--- src/rtl/pkt_pkg.sv ---
// Shared types and header layout for the psum packetizer.
// The header occupies the low 16 bits of every flit; wider flits pad with zeros.
package pkt_pkg;

  typedef enum logic [1:0] {COLLECT, HEADER, PAYLOAD} state_t;

  localparam int HDR_W    = 16;
  localparam int FIELD_W  = 4;
  localparam int DEST_MSB = 15;
  localparam int SRC_MSB  = 11;
  localparam int SEQ_MSB  = 7;
  localparam int CNT_MSB  = 3;

  typedef logic [HDR_W-1:0] flit_t;

  function automatic flit_t make_header(input logic [3:0] dest, input logic [3:0] src,
                                        input logic [3:0] seq, input logic [3:0] cnt);
    flit_t h;
    h = '0;
    h[DEST_MSB -: FIELD_W] = dest;
    h[SRC_MSB  -: FIELD_W] = src;
    h[SEQ_MSB  -: FIELD_W] = seq;
    h[CNT_MSB  -: FIELD_W] = cnt;
    return h;
  endfunction

endpackage

--- src/rtl/psum_collect_buf.sv ---
// NPSUM-entry payload register file: indexed write, combinational indexed read.
// Out-of-range read indices return zero so the look-ahead read past the tail is harmless.
module psum_collect_buf #(
  parameter int DWIDTH = 8,
  parameter int NPSUM  = 2
) (
  input  logic              clk,
  input  logic              rst,
  input  logic              wr_en,
  input  logic [3:0]        wr_idx,
  input  logic [DWIDTH-1:0] wr_data,
  input  logic [3:0]        rd_idx,
  output logic [DWIDTH-1:0] rd_data
);

  logic [DWIDTH-1:0] mem_reg [NPSUM];
  logic [NPSUM-1:0]  wr_sel;

  generate
    for (genvar gi = 0; gi < NPSUM; gi++) begin : g_sel
      assign wr_sel[gi] = wr_en && (wr_idx == 4'(gi));
    end
  endgenerate

  always_ff @(posedge clk) begin
    for (int i = 0; i < NPSUM; i++) begin
      if (rst) begin
        mem_reg[i] <= '0;
      end else if (wr_sel[i]) begin
        mem_reg[i] <= wr_data;
      end
    end
  end

  always_comb begin
    rd_data = '0;
    for (int i = 0; i < NPSUM; i++) begin
      if (rd_idx == 4'(i)) rd_data = mem_reg[i];
    end
  end

endmodule

--- src/rtl/psum_packetizer.sv ---
// Collects NPSUM partial sums and emits them as one header flit plus NPSUM payload flits.
// All handshake outputs are registered, so neither side sees a combinational path from the other.
module psum_packetizer
  import pkt_pkg::*;
#(
  parameter int         DWIDTH  = 8,
  parameter int         FWIDTH  = 16,
  parameter int         NPSUM   = 2,
  parameter logic [3:0] SRC_ID  = 4'd0,
  parameter logic [3:0] DEST_ID = 4'd0
) (
  input  logic              clk,
  input  logic              rst,
  input  logic [DWIDTH-1:0] psum_data,
  input  logic              psum_valid,
  output logic              psum_ready,
  output logic [FWIDTH-1:0] flit_data,
  output logic              flit_valid,
  input  logic              flit_ready,
  output logic              flit_last,
  output logic [7:0]        pkt_sent
);

  localparam logic [3:0] LAST_IDX = 4'(NPSUM - 1);
  localparam logic [3:0] NPSUM_F  = 4'(NPSUM);

  state_t            state_reg;
  logic [3:0]        cnt_reg;
  logic [3:0]        seq_reg;
  logic [7:0]        pkt_sent_reg;
  logic [FWIDTH-1:0] flit_data_reg;
  logic              flit_valid_reg;
  logic              flit_last_reg;
  logic              psum_ready_reg;

  logic              psum_xfer;
  logic              flit_xfer;
  logic [3:0]        rd_idx;
  logic [DWIDTH-1:0] rd_data;

  assign psum_xfer = (state_reg == COLLECT) && psum_valid && psum_ready_reg;
  assign flit_xfer = flit_valid_reg && flit_ready;

  // flit_data is registered, so the buffer is read one entry ahead of the flit on the wire.
  assign rd_idx = (state_reg == HEADER) ? 4'd0 : 4'(cnt_reg + 4'd1);

  psum_collect_buf #(
    .DWIDTH(DWIDTH),
    .NPSUM (NPSUM)
  ) u_buf (
    .clk    (clk),
    .rst    (rst),
    .wr_en  (psum_xfer),
    .wr_idx (cnt_reg),
    .wr_data(psum_data),
    .rd_idx (rd_idx),
    .rd_data(rd_data)
  );

  always_ff @(posedge clk) begin
    if (rst) begin
      state_reg      <= COLLECT;
      cnt_reg        <= '0;
      seq_reg        <= '0;
      pkt_sent_reg   <= '0;
      flit_data_reg  <= '0;
      flit_valid_reg <= 1'b0;
      flit_last_reg  <= 1'b0;
      psum_ready_reg <= 1'b1;
    end else begin
      case (state_reg)
        COLLECT: begin
          if (psum_xfer) begin
            if (cnt_reg == LAST_IDX) begin
              state_reg      <= HEADER;
              cnt_reg        <= '0;
              psum_ready_reg <= 1'b0;
              flit_valid_reg <= 1'b1;
              flit_last_reg  <= 1'b0;
              flit_data_reg  <= FWIDTH'(make_header(DEST_ID, SRC_ID, seq_reg, NPSUM_F));
            end else begin
              cnt_reg <= cnt_reg + 4'd1;
            end
          end
        end
        HEADER: begin
          if (flit_xfer) begin
            state_reg     <= PAYLOAD;
            flit_data_reg <= FWIDTH'(rd_data);
            flit_last_reg <= (LAST_IDX == 4'd0);
          end
        end
        PAYLOAD: begin
          if (flit_xfer) begin
            if (cnt_reg == LAST_IDX) begin
              state_reg      <= COLLECT;
              cnt_reg        <= '0;
              seq_reg        <= seq_reg + 4'd1;
              pkt_sent_reg   <= pkt_sent_reg + 8'd1;
              flit_data_reg  <= '0;
              flit_valid_reg <= 1'b0;
              flit_last_reg  <= 1'b0;
              psum_ready_reg <= 1'b1;
            end else begin
              cnt_reg       <= cnt_reg + 4'd1;
              flit_data_reg <= FWIDTH'(rd_data);
              flit_last_reg <= ((cnt_reg + 4'd1) == LAST_IDX);
            end
          end
        end
        default: begin
          state_reg      <= COLLECT;
          cnt_reg        <= '0;
          flit_valid_reg <= 1'b0;
          flit_last_reg  <= 1'b0;
          psum_ready_reg <= 1'b1;
        end
      endcase
    end
  end

  assign psum_ready = psum_ready_reg;
  assign flit_data  = flit_data_reg;
  assign flit_valid = flit_valid_reg;
  assign flit_last  = flit_last_reg;
  assign pkt_sent   = pkt_sent_reg;

endmodule

--- config.mk ---
export PLATFORM = sky130hd
export DESIGN_NAME = psum_packetizer
export DESIGN_NICKNAME = d
export VERILOG_FILES = /design/src/rtl/pkt_pkg.sv /design/src/rtl/psum_collect_buf.sv /design/src/rtl/psum_packetizer.sv
export SDC_FILE = /design/constraint.sdc
export NUM_CORES = 1
export LEC_CHECK = 0
export CAP_MARGIN = 20
export CORE_ASPECT_RATIO = 1.2
export CORE_MARGIN = 1
export CORE_UTILIZATION = 40
export DETAILED_ROUTE_END_ITERATION = 8
export PLACE_DENSITY = 0.63
export REMOVE_ABC_BUFFERS = 1
export SYNTH_ARGS = -nofsm -noshare
export SYNTH_HDL_FRONTEND = slang
export SYNTH_SLANG_ARGS = --single-unit
--- constraint.sdc ---
create_clock -name clk -period 4.3 [get_ports clk]
set_input_delay 0.645 -clock clk [delete_from_list [all_inputs] [get_ports clk]]
set_output_delay 0.645 -clock clk [all_outputs]
set_load 0.01 [all_outputs]
==> Yosys cells after proc, flatten, opt, wreduce, memory -nomap -nowiden <==
Memories as Yosys holds them, arrays and structs flattened.
Cells that the tools add are included.
{ "totals": {"output_inout_bits": 27, "wordCells": 81, "in_bits": 12, "ram_bits": 16, "memories": 1, "register_bits": 37} }
{ "memory_table": {"columns": ["name", "words", "width", "rd", "rd_clocked_by_memory_dff", "wr", "line_no", "source"], "rows": [
  ["u_buf.mem_reg", 2, 8, 2, 0, 2, "psum_collect_buf.sv:16", "logic [DWIDTH-1:0] mem_reg [NPSUM];"]
]} }
{ "classes": {"n_addsub": 3, "n_reduce_logical": 15, "bitwise_logic": 3, "n_eq_ne": 10, "muxes": 41} }
{ "ops": {"columns": ["op", "n"], "rows": [
  ["$mux W16", 4],
  ["$pmux W16 S3", 1],
  ["$mux W8", 5],
  ["$mux W1", 17],
  ["$mux W4", 4],
  ["$reduce_and A5 Y1", 3],
  ["$eq A4 B1 Y1 const B", 3],
  ["$pmux W4 S3", 1],
  ["$mux W2", 5],
  ["$pmux W1 S3", 3],
  ["$add A4 B1 Y4 const B", 2],
  ["$add A8 B1 Y8 const B", 1],
  ["$logic_not A4 Y1", 2],
  ["$ne A2 B2 Y1 const B", 3],
  ["$pmux W2 S3", 1],
  ["$reduce_and A3 Y1", 2],
  ["$logic_and A1 B1 Y1", 5],
  ["$ne A2 B1 Y1 const B", 2],
  ["$reduce_and A4 Y1", 1],
  ["$reduce_bool A3 Y1", 1],
  ["$eq A2 B1 Y1 const B", 1],
  ["$eq A2 B2 Y1 const B", 1],
  ["$logic_not A2 Y1", 1],
  ["$or A1 B1 Y1", 2],
  ["$not A1 Y1", 1]
]} }

==> Logic depth before layout (Yosys ltp) <==
Gate-level depths: netlist of the first run.
{ "depth": {"ltp_word": 8, "ltp_mapped": 9, "mapped_depth_nobuf": 7} }

==> Modules after synthesis <==
From an unflattened synthesis of the first run, not the netlist that was laid out.
{ "unflattened": {"cells_unflattened": 253, "hier_area_um2": 2383.5} }
{ "by_module_without_submodules": {"columns": ["mod", "area_per_inst_um2", "seq_area_each_um2", "n_inst", "cells_per_inst"], "rows": [
  ["psum_packetizer", 1602.8, 580.6, 1, 195],
  ["psum_collect_buf", 780.7, 480.5, 1, 58]
]} }

==> Worst setup path after synthesis of the first run <==
OpenSTA, ideal clock, no wires.
{ "synth_timing": {"path_type": "input to register", "from": "input port rst", "to": "memory u_buf.mem_reg[1][0] (enable)", "setup_ns": 0.375, "required_ns": 3.925, "path_slack_ns": 2.135, "path_buffers": 2, "arrival_time_ns": 1.790, "stages": 3, "path_cell_list": "clkdlybuf4s50_1 -> clkbuf_1 -> o21bai_1"} }
{ "synth_lines": {"columns": ["item", "line_no", "source"], "rows": [
  ["start: declaration", "psum_packetizer.sv:13", "input logic rst,"],
  ["end: declaration", "psum_collect_buf.sv:16", null]
]} }

==> Final worst setup path of the first run <==
{ "layout_timing": {"from": "register cnt_reg[0]", "to": "register pkt_sent_reg[7] (netlist: pkt_sent[7])"} }
{ "layout_between": {"elab_chain_len": 2} }
{ "layout_lines": {"columns": ["item", "line_no", "source"], "rows": [
  ["start: declaration", "psum_packetizer.sv:28", "logic [3:0] cnt_reg;"],
  ["start signal: assignment", "psum_packetizer.sv:82", "cnt_reg <= cnt_reg + 4'd1;"],
  ["start signal: assignment", "psum_packetizer.sv:105", "cnt_reg <= cnt_reg + 4'd1;"],
  ["$eq A4 B1 Y1", "psum_packetizer.sv:95", "if (cnt_reg == LAST_IDX) begin"],
  ["$reduce_and A3 Y1 (no line)", null, null],
  ["end signal: assignment", "psum_packetizer.sv:99", "pkt_sent_reg <= pkt_sent_reg + 8'd1;"],
  ["end: declaration", "psum_packetizer.sv:30", "logic [7:0] pkt_sent_reg;"]
]} }
No other way between the ends.
A chain may end at the register's enable or synchronous reset.

==> impl_results.md, run 1 <==
* DIE HEIGHT at 85.1 um
* Pin count of the biggest net entering global routing at 21
* Setup TNS at 0 ns
* Async set-reset flop share out of synthesis at 0%
* Io pins at 39
* HP Class: reg -> reg
* Max cap viols at 0
* First-pass GRT wire length at between 7000 and 8000 um
* Core Footprint at 0.00541 mm2
* Synth area leader: dfxtp_1
* Reg2reg end: pkt_sent[7]
* Leakage at between 0.9 and 1 nW
* Layout area overhead at 15.2%
* Chip width at 71.3 um
* Worst-skew pair later-pin latency at 0.30 ns
* Sequential share of the synthesized area at 46.1%
* Worst setup SP type: flop
* Switching pwr at 0.508 mW
* WL met3 at 188 um
* Crit-path max FO at 12
* Hold bufs inserted after CTS at 0
* RSZ-0062 raised after global routing: no
* R2R Setup Slk at 1.67 ns
* Avg Cell Area, Syn at between 9 and 10 um2
* CP arrival at 2.81 ns
* Hold Path End: flit_data[2]
* Max reg flops at 16
* # setup viols final at 0
* I/O Buffers at 30
* Wire per inst at 13.5 um
* Worst-path cell chain: ha_1 -> or3b_1 -> nor2_1 -> nand4_1 -> xor2_1 -> nor2_1
* Setup Skew at a little over 0.01 ns
* Cell area after synthesis at between 0.002 and 0.0025 mm2
* Logic gate share of total power at 40.1%
* Clock root cell: clkbuf_8
* Failing checks: DRC
* Period minus WS final at 2.63 ns
* Tot GR Track Use at 15.5%
* Total gr overflow at 0
* Yosys warns at 0
* Crit. End Element: flop
* Slew @ Worst Pin at 0.964 ns
* Drt pass-1 iters at 8
* Clock share of power at 19.3%
* Placer Congestion at 0.810
* Fin crit share at 61.1%
* Slew Viols, Final at 0
* Vias/cell at roughly 5.2
* Setup CP Type: reg -> reg
* Routed via count at between 1.5k and 2k
* Met1 Wirelength at 2050 um
* Starting Density at 42.6%
* Library cells used by synthesis at 47
* Area contributors post-synth: dfxtp_1, edfxtp_1, ha_1
* HP Start: flit_data[2]
* Layout cells sized above 1 at 6.11%
* CP top delay family: simple AND/OR/NAND/NOR gates
* Buf/Inv on CP at 0
* Pwr Density at about 520 mW/mm2
* Internal power at between 0.8 and 0.9 mW
* Required @ worst endpoint at 4.48 ns
* Antenna viol nets, final at 0
* Slew HR at 35.5%
* Setup bufs post-CTS at 0
* Total inserted antenna cells at 0
* Initial antenna violation count at 0
* Post-synth top area share at 25.2%
* WL met2 at 2090 um
* Rows at 29
* Synth Register Bits at 45
* Final WL at between 4000 and 5000 um
* Clock-pin slew on the worst setup and hold paths at 0.09 ns
* Die area at 0.00606 mm2
* CP dominant cell by count: nor2_1
* Worst r2r src: cnt_reg[0]
* Outcome: complete, but fails checks
* Clk sinks at 45
* Final nets at 282
* Total CTS buffers at 5
* CTS tree: yes
* Crit-path slowest cell: nor2_1
* CTS H-tree depth at 2
* CTS resizes at 0
* R2R depth at 6
* Fmax at about 380 MHz
* Worst vdd ir at 0.234 mV
* Sw Share at 37.2%
* DP HPWL at 3170 um
* Final Hold Violating Endpoints at 0
* Part of the power in registers at roughly 41%
* Number of global-route vias before repair at around 1.5k
* Hold path depth at 2
* Total power at ~1.4 mW
* Cells after synthesis at 237
* Primary FF master, synth: dfxtp_1
* Post-synth EDFFs at 16
* DRC Markers at 2
* Top sig layer: met4
* Clock buffer depth at 2
* Worst path max stage delay at 0.79 ns
* Initial detailed-routing violation count at between 100 and 150
worst max path at each step:
stage                     startpoint                  end  slack [ns]  cells after the start
after CTS                 cnt_reg[0]          pkt_sent[7]        1.63                      6
after global routing      cnt_reg[0]          pkt_sent[4]        1.47                      6
after floorplan           cnt_reg[0]         flit_data[4]        2.10                      6
after detailed placement         rst  u_buf.mem_reg[1][0]        1.55                      4
final                     cnt_reg[0]          pkt_sent[7]        1.67                      6
after global placement           rst  u_buf.mem_reg[1][7]        1.57                      4
power by group through the flow:
stage	combinational, mW	clock (mW)	sequential [mW]
4_1_cts	0.551	0.274	0.557
3_3_place_gp	0.543	0	0.566
2_1_floorplan	0.385	0	0.567
6_report	0.548	0.264	0.556
5_1_grt	0.611	0.289	0.564
3_5_place_dp	0.547	0	0.566
placed cells by master, fill, tap and decap left out, types with 2 or more instances in the layout:
cell / Yosys / layout
a41oi_1: 2 / 2
nand3_1: 8 / 8
o21ai_0: 8 / 8
inv_1: 9 / 9
nand2b_1: 3 / 3
o21ai_1: 2 / 2
mux2i_1: 3 / 3
nand4_1: 8 / 8
xnor2_1: 6 / 6
nand3b_1: 2 / 2
a31oi_1: 4 / 4
xor2_1: 6 / 6
o22a_1: 6 / 6
ha_1: 9 / 9
nor2_1: 27 / 27
nand2_1: 11 / 11
o21bai_1: 2 / 2
edfxtp_1: 16 / 16
a21oi_1: 9 / 9
a211oi_1: 3 / 3
clkdlybuf4s50_1: 1 / 30
and2_1: 17 / 17
conb_1: 1 / 8
nor3_1: 8 / 8
clkbuf_8: 0 / 5
dfxtp_1: 29 / 29
stage by stage:
stage	hold WS [ns]	util (%)	area, um2	setup slack, ns	cells
floorplan	0.470	-	2180	2.10	223
global placement	0.467	47.4	2560	1.57	316
detailed placement	0.470	47.4	2560	1.55	316
CTS	0.484	49.0	2650	1.63	324
global route	0.520	49.0	2650	1.47	324
finish	0.475	49.0	2650	1.67	324
final cells by class:
cell class / instances / area, um2
well taps: 62 / 77.6
flip-flops and latches: 45 / 1060
inverters: 9 / 33.8
clock inverters: 2 / 13.8
fillers: 508 / 2760
multi-input cells: 169 / 1080
repair buffers: 31 / 308
clock buffers: 6 / 73.8
cells by family after synthesis:
logic type	after synthesis	share of synthesized area, %
and+or+nand+nor	93	20.9
DFF	45	46.1
AOI/OAI and AO/OA	44	14.1
buffers and inverters	30	7.99
xor gates and xnor gates	12	4.57
adders and majority gates	9	4.89
muxes	3	1.30
other	1	0.163
tightest hold or removal path: stages, from the launching register on:
cell     delay [ns]
dfxtp_1        0.33
nand2_1        0.06
a21oi_1        0.05
synth_stat cells, types with 2 or more instances:
library cell and n:
xnor2_1 6, mux2i_1 3, nand2_1 11, a31oi_1 4, nand2b_1 3, buf_4 9, and2_1 17, nor2_1 27
nor3_1 8, o21ai_1 2, buf_6 3, o22a_1 6, o21bai_1 2, nand4_1 8, inv_1 9, edfxtp_1 16
buf_2 2, a21oi_1 9, nand3_1 8, xor2_1 6, a211oi_1 3, o21ai_0 8, dfxtp_1 29, ha_1 9
clkbuf_1 5, nand3b_1 2, a41oi_1 2
layer usage:
layer | vias to the layer above | track usage, %
li1 | 863 | -
met1 | 761 | 20.4
met2 | 43 | 24.4
met3 | 4 | 3.92
met4 | 0 | 6.00
met5 | - | 0
(Power assumes the default switching activity.)
==> run 2, diff against run 1 <==
clock period = 2.6 ns   (was 4.3 ns; I/O delays follow)
==> run 2 against run 1 <==
Compared with the run above:
- the flow still finishes with violations (DRC)
- non-clock buffer count increased by 8
- setup slack got worse by 1.4 ns
- sequential power increased by 63%
- combinational power increased by 78%
- clock power increased by 64%
- cell count increased by 2.5%
- design area increased by 2.3%
- largest cell class unchanged
- largest power group is now combinational cells
==> impl_results.md, run 2 (synthesized netlist as in run 1, its figures left out) <==
* Placed inst area at about 0.0026 mm2
* Worst setup SP type: flop
* Slew Viols, Final at 0
* Final Hold Violating Endpoints at 0
* Antenna viol nets, final at 0
* Fmax at 435 MHz
* Total inserted antenna cells at 0
* HP Class: reg -> reg
* Fin crit share at 88.4%
* Setup bufs post-CTS at 0
* Crit-path max FO at 8
* Slew HR at 53.7%
* CTS H-tree depth at 2
* Routed via count at 1706
* Worst-skew pair later-pin latency at 0.30 ns
* Required @ worst endpoint at roughly 2.6 ns
* Final nets at 290
* Max cap viols at 0
* Final WL at 4290 um
* Fill count at 519
* DP HPWL at 3120 um
* RSZ-0062 raised after global routing: no
* Crit. End Element: flop
* Finished Core Util at 50.2%
* Drt pass-1 iters at 6
* Final instance area at 0.00271 mm2
* Clock root cell: clkbuf_8
* Clock-pin slew on the worst setup and hold paths at 0.09 ns
* Outcome: complete, but fails checks
* Hold bufs inserted after CTS at 0
* Setup CP Type: reg -> reg
* Total power at 2.32 mW
* Slew @ Worst Pin at 0.688 ns
* Setup Skew at 0.00901 ns
* Most frequent cells in the layout: clkdlybuf4s50_1, dfxtp_1, nor2_1
* Clk sinks at 45
* CTS tree: yes
* Pwr Density at 854 mW/mm2
* Chip width at 71.3 um
* CP arrival at between 2 and 2.5 ns
* Io pins at 39
* Core Footprint at around 0.0054 mm2
* Number of global-route vias before repair at 1589
* Setup TNS at 0 ns
* Initial detailed-routing violation count at 55
* Tot GR Track Use at 15.7%
* Pin count of the biggest net entering global routing at 23
* First-pass GRT wire length at ~7500 um
* I/O Buffers at 30
* Clock buffer depth at 2
* Layout cells sized above 1 at 8.52%
* DRC Markers at 2
* DIE HEIGHT at 85.1 um
* # setup viols final at 0
* Period minus WS final at ~2.3 ns
* Initial antenna violation count at 0
* Rows at 29
* Leakage at about 0.99 nW
* Failing checks: DRC
* Wire per inst at 12.9 um
* Die area at 0.00606 mm2
* Worst vdd ir at 0.387 mV
* CTS resizes at 0
* Placer Congestion at 0.803
* Total CTS buffers at 5
* Total gr overflow at 0
* Starting Density at 42.6%
* Layout area overhead at 17.8%
* Commonest non-fill, non-tap cell in the layout: clkdlybuf4s50_1
* Vias/cell at 5.14
* Max reg flops at 16
[run 2: critical path: stages (launching register included)]
cell and delay (ns):
dfxtp_1 0.34, inv_1 0.10, ha_1 0.35, nand3_1 0.21, or4b_2 0.69, nand2b_1 0.29
[run 2: path summary, 6_finish.rpt]
path | start | end | slack, ns | cells past startpoint
min | flit_data[3] | flit_data[3] | 0.48 | 2
min reg2reg | flit_data[3] | flit_data[3] | 0.48 | 2
max | state_reg[1] | u_buf.mem_reg[0][7] | 0.30 | 5
max reg2reg | state_reg[1] | u_buf.mem_reg[0][7] | 0.30 | 5
[run 2: layout make-up]
type                       instances  area (um2)  area share [%]
multi-input combinational        169        1080            40.0
sequential                        45        1060            39.1
timing repair buffer              39         368            13.6
tap                               62        77.6            2.86
clock buffer                       6        72.6            2.68
inverter                           9        33.8            1.25
clock inverter                     2        15.0           0.554
[run 2: routing by layer]
metal / wire (um) / share of wire, % / vias up / GRT usage (%)
met2: 1980 / 46 / 34 / 25.1
met5: 0 / 0 / - / 0
met4: 79 / 1.8 / 0 / 7.09
met3: 147 / 3.4 / 7 / 2.97
li1: - / - / 877 / -
met1: 2090 / 49 / 788 / 20.5
[run 2: through the flow]
| step | hold WS, ns | instances | setup slack (ns) |
|---|---|---|---|
| 6_report | 0.481 | 332 | 0.303 |
| 5_1_grt | 0.491 | 332 | 0.104 |
| 4_1_cts | 0.478 | 332 | 0.303 |
| 3_5_place_dp | 0.466 | 324 | 0.246 |
| 3_3_place_gp | 0.463 | 324 | 0.265 |
| 2_1_floorplan | 0.455 | 223 | 0.395 |
[run 2: power breakdown]
| group | switching [mW] | internal [mW] | total (mW) |
|---|---|---|---|
| Clock | 0.244 | 0.190 | 0.434 |
| Sequential | 0.0562 | 0.853 | 0.909 |
| Combinational | 0.546 | 0.427 | 0.973 |
